<file path="src/rtl/bm_frame_scheduler.sv">
// Frame scheduler for the two block matchers: walks the left, center and right thirds
// of the current read buffer, splitting rows between matcher A (top) and B (bottom).
module bm_frame_scheduler #(
  parameter int third_cols  = 240,
  parameter int center_cols = 304,
  parameter int third_rows  = 480,
  parameter int num_pix     = 16
) (
  input  logic        clk,
  input  logic        reset,
  input  logic [3:0]  image_number,
  input  logic        enable,
  output logic        bm_working_buf,
  output logic        bm_idle,
  output logic        bm_start_a,
  output logic        bm_start_b,
  input  logic        bm_done_a,
  input  logic        bm_done_b,
  output logic [1:0]  bm_third,
  output logic        bm_buf,
  output logic [4:0]  bm_wr_cols,
  output logic [15:0] bm_base_addr_a,
  output logic [15:0] bm_base_addr_b,
  output logic [8:0]  bm_row_count,
  output logic        frame_done,
  output logic [3:0]  frames_done,
  output logic        overrun
);

  localparam logic [4:0]  WR_THIRD    = 5'(third_cols / num_pix);
  localparam logic [4:0]  WR_CENTER   = 5'(center_cols / num_pix);
  localparam logic [8:0]  ROWS_HALF   = 9'(third_rows / 2);
  localparam logic [15:0] THIRD_OFF   = 16'((third_cols / num_pix) * third_rows);
  localparam logic [15:0] CENTER_OFF  = 16'((center_cols / num_pix) * third_rows);
  localparam logic [15:0] HALF_THIRD  = 16'((third_rows / 2) * (third_cols / num_pix));
  localparam logic [15:0] HALF_CENTER = 16'((third_rows / 2) * (center_cols / num_pix));

  typedef enum logic [1:0] {
    ST_IDLE,
    ST_LAUNCH,
    ST_WAIT,
    ST_FRAME_DONE
  } state_t;

  typedef struct packed {
    logic [4:0]  wr_cols;
    logic [15:0] base_a;
    logic [15:0] base_b;
  } geom_t;

  // Word geometry of one third within one of the two buffers.
  function automatic geom_t third_geom(input logic [1:0] third, input logic buf_sel);
    geom_t g;
    logic  center;
    center    = (third == 2'd1);
    g.wr_cols = center ? WR_CENTER : WR_THIRD;
    g.base_a  = !buf_sel ? 16'd0 : (center ? CENTER_OFF : THIRD_OFF);
    g.base_b  = g.base_a + (center ? HALF_CENTER : HALF_THIRD);
    return g;
  endfunction

  state_t     state;
  logic       done_a_l, done_b_l;
  logic       done_a_now, done_b_now;
  logic       pending;
  logic [3:0] backlog;
  geom_t      g_first, g_next;

  assign pending    = (image_number != frames_done);
  assign backlog    = 4'(image_number - frames_done);
  // A pulse arriving in the same cycle as the completion check counts.
  assign done_a_now = done_a_l | bm_done_a;
  assign done_b_now = done_b_l | bm_done_b;
  assign g_first    = third_geom(2'd0, frames_done[0]);
  assign g_next     = third_geom(2'(bm_third + 2'd1), frames_done[0]);

  // Writer frame n lands in buffer n mod 2, so both track the completed count.
  assign bm_buf         = frames_done[0];
  assign bm_working_buf = frames_done[0];

  always_ff @(posedge clk or posedge reset) begin
    if (reset) begin
      state          <= ST_IDLE;
      done_a_l       <= 1'b0;
      done_b_l       <= 1'b0;
      bm_idle        <= 1'b1;
      bm_start_a     <= 1'b0;
      bm_start_b     <= 1'b0;
      bm_third       <= 2'd0;
      bm_wr_cols     <= 5'd0;
      bm_base_addr_a <= 16'd0;
      bm_base_addr_b <= 16'd0;
      bm_row_count   <= 9'd0;
      frame_done     <= 1'b0;
      frames_done    <= 4'd0;
      overrun        <= 1'b0;
    end else begin
      // NOTE: pulse outputs default low here so every state leaves them one cycle wide.
      bm_start_a <= 1'b0;
      bm_start_b <= 1'b0;
      frame_done <= 1'b0;
      if (backlog >= 4'd2) overrun <= 1'b1;

      case (state)
        ST_IDLE: begin
          if (pending && enable) begin
            bm_third       <= 2'd0;
            bm_wr_cols     <= g_first.wr_cols;
            bm_base_addr_a <= g_first.base_a;
            bm_base_addr_b <= g_first.base_b;
            bm_row_count   <= ROWS_HALF;
            done_a_l       <= 1'b0;
            done_b_l       <= 1'b0;
            bm_idle        <= 1'b0;
            state          <= ST_LAUNCH;
          end
        end
        ST_LAUNCH: begin
          bm_start_a <= 1'b1;
          bm_start_b <= 1'b1;
          state      <= ST_WAIT;
        end
        ST_WAIT: begin
          if (done_a_now && done_b_now) begin
            done_a_l <= 1'b0;
            done_b_l <= 1'b0;
            if (bm_third == 2'd2) begin
              state <= ST_FRAME_DONE;
            end else begin
              bm_third       <= 2'(bm_third + 2'd1);
              bm_wr_cols     <= g_next.wr_cols;
              bm_base_addr_a <= g_next.base_a;
              bm_base_addr_b <= g_next.base_b;
              state          <= ST_LAUNCH;
            end
          end else begin
            done_a_l <= done_a_now;
            done_b_l <= done_b_now;
          end
        end
        ST_FRAME_DONE: begin
          frames_done <= 4'(frames_done + 4'd1);
          frame_done  <= 1'b1;
          bm_idle     <= 1'b1;
          state       <= ST_IDLE;
        end
        default: begin
          bm_idle <= 1'b1;
          state   <= ST_IDLE;
        end
      endcase
    end
  end

endmodule

</file>
<file path="config.mk">
export PLATFORM = sky130hd
export DESIGN_NAME = bm_frame_scheduler
export DESIGN_NICKNAME = d
export VERILOG_FILES = /design/src/rtl/bm_frame_scheduler.sv
export SDC_FILE = /design/constraint.sdc
export NUM_CORES = 1
export LEC_CHECK = 0
export ABC_AREA = 1
export CELL_PAD_IN_SITES_DETAIL_PLACEMENT = 1
export CELL_PAD_IN_SITES_GLOBAL_PLACEMENT = 1
export CORE_AREA = 2 2 78 80
export DETAILED_ROUTE_END_ITERATION = 7
export DIE_AREA = 0 0 80 82
export GPL_TIMING_DRIVEN = 0
export MAX_ROUTING_LAYER = met4
export PLACE_DENSITY_LB_ADDON = 0.1
export SYNTH_ARGS = -nofsm -noshare
export SYNTH_HDL_FRONTEND = slang
export SYNTH_SLANG_ARGS = --single-unit
</file>
<file path="constraint.sdc">
create_clock -name clk -period 2 [get_ports clk]
set_input_delay 0.5 -clock clk [delete_from_list [all_inputs] [get_ports clk]]
set_output_delay 0.5 -clock clk [all_outputs]
set_load 0.02 [all_outputs]
</file>
Word-level counts from Yosys, hierarchy flattened
Cells that the tools add are included.
{"block": "op_classes", "n_addsub": 5, "n_mul": 0, "n_div": 0, "order_cmp": 1, "eq_ne": 9, "shift": 0, "n_mux": 33, "bitwise_logic": 2, "n_reduce_logical": 10}
{"op": "$mux 16", "count": 6}
{"op": "$pmux 16 s2", "count": 2}
{"op": "$mux 14", "count": 2}
{"op": "$mux 13", "count": 2}
{"op": "$mux 5", "count": 4}
{"op": "$add 14x13->15", "count": 1}
{"op": "$add 13x12->14 const B", "count": 1}
{"op": "$mux 2", "count": 6}
{"op": "$pmux 5 s2", "count": 1}
{"op": "$pmux 2 s4", "count": 1}
{"op": "$reduce_and 2->1", "count": 4}
{"op": "$eq 2x2->1 const B", "count": 3}
{"op": "$ne 2x2->1 const B", "count": 3}
{"op": "$pmux 1 s2", "count": 3}
{"op": "$mux 1", "count": 5}
{"op": "$add 4x1->4 const B", "count": 1}
{"op": "$eq 2x1->1 const B", "count": 2}
{"op": "$ge 4x2->1 const B", "count": 1}
{"op": "$ne 4x4->1", "count": 1}
{"op": "$pmux 2 s2", "count": 1}
{"op": "$reduce_and 4->1", "count": 1}
{"op": "$reduce_bool 2->1", "count": 2}
{"op": "$sub 4x4->4", "count": 1}
{"op": "$add 2x1->2 const B", "count": 1}
{"op": "3 further kinds", "count": 5}
{"block": "word_totals", "reg_bits": 52, "latch_bits": 0, "ramBits": 0, "romBits": 0, "input_bits": 9, "n_memories": 0}

Longest topological paths before layout
Gate-level depths: netlist of the first run.
{"block": "depth", "ltp_word": 8, "depth_mapped": 11, "mapped_depth_nobuf": 10}

Worst setup path before layout of the first run
No wires, ideal clock.
{"block": "synth_timing", "kind": "reg-to-reg", "start": "register frames_done[0]", "end": "register bm_base_addr_a[9]", "setup_ps": 117, "arrival_ps": 1599, "t_required_ps": 1883, "path_slack_ps": 284, "path_stages_with_launch": 11, "period_less_slack_ps": 1716, "cell_sequence": "dfrtp_1 -> ha_1 -> inv_1 -> nor2_1 -> nand2_1 -> nand3_2 -> nand2_2 -> nand2_4 -> buf_6 -> nand2_1 -> nand2_1"}
{"block": "synth_between", "elab_chain_len": 4}
{"element": "from (decl)", "line_no": "26", "text": "output logic [3:0] frames_done,"}
{"element": "from (signal assigned)", "line_no": "142", "text": "frames_done <= 4'(frames_done + 4'd1);"}
{"element": "$ne 4x4->1 or $mux 14 (tied branches)", "line_no": "69, 57"}
{"element": "$logic_and 1x1->1 or $mux 16 (tied branches)", "line_no": "106, 127"}
{"element": "$ne 2x2->1 (no line) or $mux 16 (tied branches)"}
{"element": "$reduce_and 4->1 (no line) or $pmux 16 s2 (tied branches)"}
{"element": "to (signal assigned)", "line_no": "109", "text": "bm_base_addr_a <= g_first.base_a;"}
{"element": "to (signal assigned)", "line_no": "132", "text": "bm_base_addr_a <= g_next.base_a;"}
{"element": "to (decl)", "line_no": "22", "text": "output logic [15:0] bm_base_addr_a,"}
Several ways; a longest one is shown, not always the timed one. The select of a mux whose other input is x is not followed.
A chain may end at the register's enable or synchronous reset.

Worst setup path in the final report of the first run
{"block": "layout_timing", "start": "register frames_done[0]", "end": "output frames_done[0]"}
No word-level cell between the ends.

==> flow_summary.json, run 1 <==
{
  "status": "completed",
  "multiInputGateArea_um2": 743,
  "wl_per_cell_um": 10.2,
  "route.final.wire_length_um": 3640,
  "setup_ws_ns": 0.0953,
  "dp_hpwl_um": 2820,
  "synth_top_area_share": 0.393,
  "dp_slack_ns": -0.294,
  "tightest_slew_ns": 1.08,
  "grt_pass1_wl_um": 6110,
  "synth_seq_cells": 29,
  "drcViolationCount": 0,
  "layout-drive-gt1-share": 0.216,
  "cts_buffers": 5,
  "dpl.cell_count": 346,
  "diodes": 0,
  "grt_max_degree": 30,
  "die_x_um": 80,
  "r2r_slack_ns": 0.22,
  "grtUsageTotal": 0.128,
  "crit_type": "reg2out",
  "cts-root-buf": "clkbuf_8",
  "p_leak_nw": 1.35,
  "grt_pass1_vias": 1391,
  "area_growth_pct": 43.2,
  "core_um2": 5750,
  "overflow": 0,
  "hold_buffers": 0,
  "p_per_area_nw_per_um2": 1570,
  "h-tree-depth": 2,
  "viasPerCell": 4.04,
  "synthCells": 205,
  "die_h_um": 82,
  "vias": 1444,
  "postSynthAreaPerCell_um2": 8.69,
  "use_met2": 0.204,
  "slew_violations": 0,
  "final_cells": 357,
  "rows": 28,
  "antenna_found_initial": 0,
  "max-clock-path-buffers": 2,
  "cts_tree": "yes",
  "yosys-top-cells-area": "dfrtp_1, buf_4, nand2_1",
  "crit_start": "frames_done[0]",
  "rsz0062_at_grt": "no",
  "worst-r2r-cell-count": 11,
  "fillCellCount": 712,
  "r2r_end": "bm_base_addr_b[14]",
  "seq_area_um2": 728,
  "synth_cell_types": 27,
  "critPathCapture": "frames_done[0]",
  "drv_cap": 0,
  "clk_pin_slew_ns": 0.06,
  "dr.pass1.iters": 2,
  "ant_nets": 0,
  "drt_iter0_drc": 49,
  "yosys_warnings": 0,
  "dieArea_um2": 6560,
  "finClkSkew_ns": 0.00680,
  "pin_count": 68,
  "peakVddDrop_uv": 619,
  "final-setup-viol-count": 0,
  "met1_usage": 0.148,
  "gp_congestion": 0.730,
  "yosysTopAreaCell": "dfrtp_1",
  "layout.nets": 303,
  "power_mw": 4.02,
  "final_area_um2": 2550,
  "synth_area_um2": 1780,
  "post-route-period-util": 0.952,
  "hold_viol_final": 0,
  "dpl-instance-area_um2": 2430,
  "critPathRequiredTime_ns": 1.50,
  "seq_area_frac_synth": 0.408,
  "cts.sinks": 29,
  "port_buffers": 49,
  "slew_headroom": 0.278,
  "end_kind": "primary output",
  "initial_core_util": 0.310,
  "clk_latency_ns": 0.28,
  "top_usage_layer": "met2",
  "worst_setup_path_start_kind": "flip-flop",
  "max_freq_mhz": 525,
  "min_path_type": "reg2reg",
  "cp_max_fo": 4,
  "use_met3": 0.0363,
  "timing.rr.start": "frames_done[0]",
  "holdWs_ns": 0.465,
  "crit_arrival_ns": 1.40,
  "fin_crit_ns": 1.90
}
[Yosys cell counts, drive strengths merged]
library cell,number
nand2,66
buf,36
dfrtp,28
inv,22
ha,12
nor2,11
nand3,10
o21ai,5
nand4,3
xor2,3
a21oi,1
clkinv,1
conb,1
dfstp,1
fa,1
nor3,1
o22ai,1
or2,1
xnor2,1
[cells by family (layout without fill, tap and decap cells)]
group           Yosys count  count (layout)  synth area share
flops                    29              29             0.408
buf+inv                  59             119             0.213
compound gates            7               7            0.0204
simple gates             92              92             0.241
xor+xnor                  4               4            0.0197
other cells               1              18           0.00210
fa+ha+maj                13              13            0.0955
[flip-flops by register name (all words and copies together), names as in the netlist]
signal,count
done_b_l,1
bm_idle,1
done_a_l,1
bm_third,2
bm_base_addr_a,3
state,2
frames_done,4
bm_start_b,1
bm_wr_cols,2
bm_row_count,1
overrun,1
frame_done,1
bm_base_addr_b,9
[power breakdown]
part           switching (mW)  total, mW  internal (mW)
clock                   0.205      0.484          0.280
combinational            1.37       2.51           1.14
sequential              0.180       1.03          0.847
[critical path, stage by stage, from the launching register on]
cell             delay (ns)
dfrtp_2                0.41
buf_4                  0.12
clkdlybuf4s50_1        0.60
[worst min path at each step]
stage	startpoint	end	slack, ns	depth (start not counted)
final	bm_idle	bm_idle	0.47	2
after floorplan	done_b_l	done_b_l	0.44	2
after global routing	bm_base_addr_b[13]	bm_base_addr_b[13]	0.49	2
after CTS	bm_idle	bm_idle	0.47	2
after global placement	done_b_l	done_b_l	0.46	2
after detailed placement	bm_idle	bm_idle	0.46	2
[through the flow]
step	setup TNS, ns	utilization
after floorplan	0	-
after CTS	0	0.440
final	0	0.444
after detailed placement	-3.94	0.423
after global placement	-3.94	0.423
after global routing	0	0.444
[layout make-up]
class / count / area share
Buffer: 36 / 0.110
Clock buffer: 8 / 0.0353
Inverter: 23 / 0.0387
Multi-Input combinational cell: 134 / 0.291
Sequential cell: 29 / 0.285
Tap cell: 75 / 0.0368
Timing Repair Buffer: 52 / 0.202
[layer usage]
metal  vias to the layer above  share of wire
met5                         -              0
met3                         5          0.046
met2                        40           0.48
met1                       669           0.45
met4                         0          0.021
li1                        730              -
[cells in the final DEF (no fill, tap or decap), types with 7 or more instances in the layout]
cell and instances:
nand2_4 7, nand2_1 59, nor2_1 10, conb_1 18, ha_1 12, clkdlybuf4s50_1 48, nand3_1 9, dfrtp_1 27
inv_1 19, buf_4 37
[what timing repair did]
item / CTS / global route
gates resized for setup: 1 / 2
endpoints found under the setup margin: 3 / 10
buffers inserted: 1 / 2
pin swaps: 0 / 1
Note: power is estimated with default switching activity, not from simulation.
==> inputs of run 2 (changes only) <==
Settings changed: PLACE_DENSITY set to 0.8, PLACE_DENSITY_LB_ADDON 0.1 to not set.
==> flow_summary.json, run 2 (synthesized netlist as in run 1, its figures left out) <==
{
  "status": "completed",
  "pwr-share-clk": 0.121,
  "vias": 1483,
  "die_h_um": 82,
  "post-route-period-util": 0.958,
  "area_growth_pct": 44.5,
  "max_freq_mhz": 522,
  "layout.cells.most_common": "nand2_1",
  "setup_ws_ns": 0.0831,
  "r2r_slack_ns": 0.28,
  "die_x_um": 80,
  "min_path_type": "reg2reg",
  "peakVddDrop_uv": 554,
  "drv_cap": 0,
  "pin_count": 68,
  "wl_per_cell_um": 10.6,
  "max-clock-path-buffers": 2,
  "layout.nets": 306,
  "overflow": 0,
  "cts-root-buf": "clkbuf_8",
  "hold_start": "bm_idle",
  "route.final.wire_length_um": 3830,
  "max_stage_delay_ns": 0.61,
  "port_buffers": 49,
  "dieArea_um2": 6560,
  "viasPerCell": 4.12,
  "critPathBufInv": 1,
  "cp_top_family": "buffers and inverters",
  "crit_start": "bm_idle",
  "crit_type": "reg2out",
  "crit_path_top_delay_cell": "clkdlybuf4s50_1",
  "final_core_util": 0.448,
  "regMostFlops": "bm_base_addr_b",
  "h-tree-depth": 2,
  "core_um2": 5750,
  "p_per_area_nw_per_um2": 1600,
  "path_cells": "clkdlybuf4s50_1",
  "rsz0062_at_grt": "no",
  "gp_congestion": 0.764,
  "p_leak_nw": 1.37,
  "cts_buffers": 5,
  "dp_slack_ns": -0.308,
  "final_cell_mix": "nand2_1, clkdlybuf4s50_1, buf_4",
  "fin_crit_ns": 1.92,
  "diodes": 0,
  "power.switching_mw": 1.80,
  "rows": 28,
  "grt_pass1_wl_um": 6450,
  "hold_viol_final": 0,
  "ant_nets": 0,
  "initial_core_util": 0.310,
  "worst_setup_path_start_kind": "flip-flop",
  "grtUsageTotal": 0.130,
  "drcViolationCount": 0,
  "antenna_found_initial": 0,
  "p_int_mw": 2.31,
  "slew_violations": 0,
  "final-setup-viol-count": 0,
  "drt_iter0_drc": 56,
  "slew_headroom": 0.251,
  "cts.sinks": 29,
  "cts_tree": "yes",
  "finClkSkew_ns": 0.00385,
  "largest_reg_flops": 9,
  "dr.pass1.iters": 4,
  "crit_arrival_ns": 1.42,
  "clk_pin_slew_ns": 0.06,
  "top_regs": "bm_base_addr_b x9, frames_done x4, bm_base_addr_a x3",
  "grt_max_degree": 30,
  "cp_max_fo": 2,
  "seqPwrFrac": 0.251,
  "combPwrFrac": 0.628,
  "critPathRequiredTime_ns": 1.50,
  "clk_latency_ns": 0.28,
  "grt_pass1_vias": 1502,
  "timing.rr.start": "frames_done[0]",
  "layout-drive-gt1-share": 0.225,
  "switching_share": 0.438,
  "end_kind": "primary output",
  "dp_hpwl_um": 2950,
  "tightest_slew_ns": 1.12,
  "hold_buffers": 0
}
-- run 2: worst paths after layout --
path / depth (start not counted) / to
max: 1 / bm_idle
min: 2 / bm_idle
max reg2reg: 11 / bm_base_addr_b[6]
min reg2reg: 2 / bm_idle
max in group asynchronous: 2 / frames_done[0]
min in group asynchronous: 2 / frames_done[3]
-- run 2: metrics by stage --
| stage | power, mW | std cells | instance area, µm² | hold WS (ns) | TNS, ns |
|---|---|---|---|---|---|
| 2_1_floorplan | 2.64 | 222 | 1850 | 0.443 | 0 |
| 3_3_place_gp | 3.44 | 346 | 2430 | 0.451 | -3.41 |
| 3_5_place_dp | 3.53 | 346 | 2430 | 0.467 | -4.22 |
| 4_1_cts | 4.09 | 356 | 2540 | 0.477 | 0 |
| 5_1_grt | 4.49 | 360 | 2570 | 0.485 | 0 |
| 6_report | 4.11 | 360 | 2570 | 0.469 | 0 |
-- run 2: power by group through the flow --
stage          registers, mW  clock network [mW]  logic, mW
4_1_cts                 1.04               0.508       2.54
5_1_grt                 1.08               0.545       2.87
6_report                1.03               0.497       2.58
2_1_floorplan           1.27                   0       1.37
3_5_place_dp            1.07                   0       2.46
3_3_place_gp            1.06                   0       2.38
-- run 2: layout make-up --
cell class	instances	area [µm²]
multi-input cells	134	743
clock buffers	8	90.1
flip-flops and latches	29	728
fillers	701	3170
plain buffers	36	282
inverters	23	98.8
well taps	75	93.8
repair buffers	55	538
-- run 2: repair_timing --
action,in CTS,in global routing
setup endpoints to repair,10,10
gates cloned,0,0
setup buffers,2,4
resized for setup,2,1
hold endpoints to repair,0,0
pin swaps,0,1
-- run 2: routing by layer --
metal / share of wire / up-vias / global-route usage
li1: - / 740 / -
met1: 0.42 / 696 / 0.143
met4: 0.020 / 0 / 0.0508
met5: 0 / - / -
met2: 0.51 / 40 / 0.226
met3: 0.047 / 7 / 0.0363
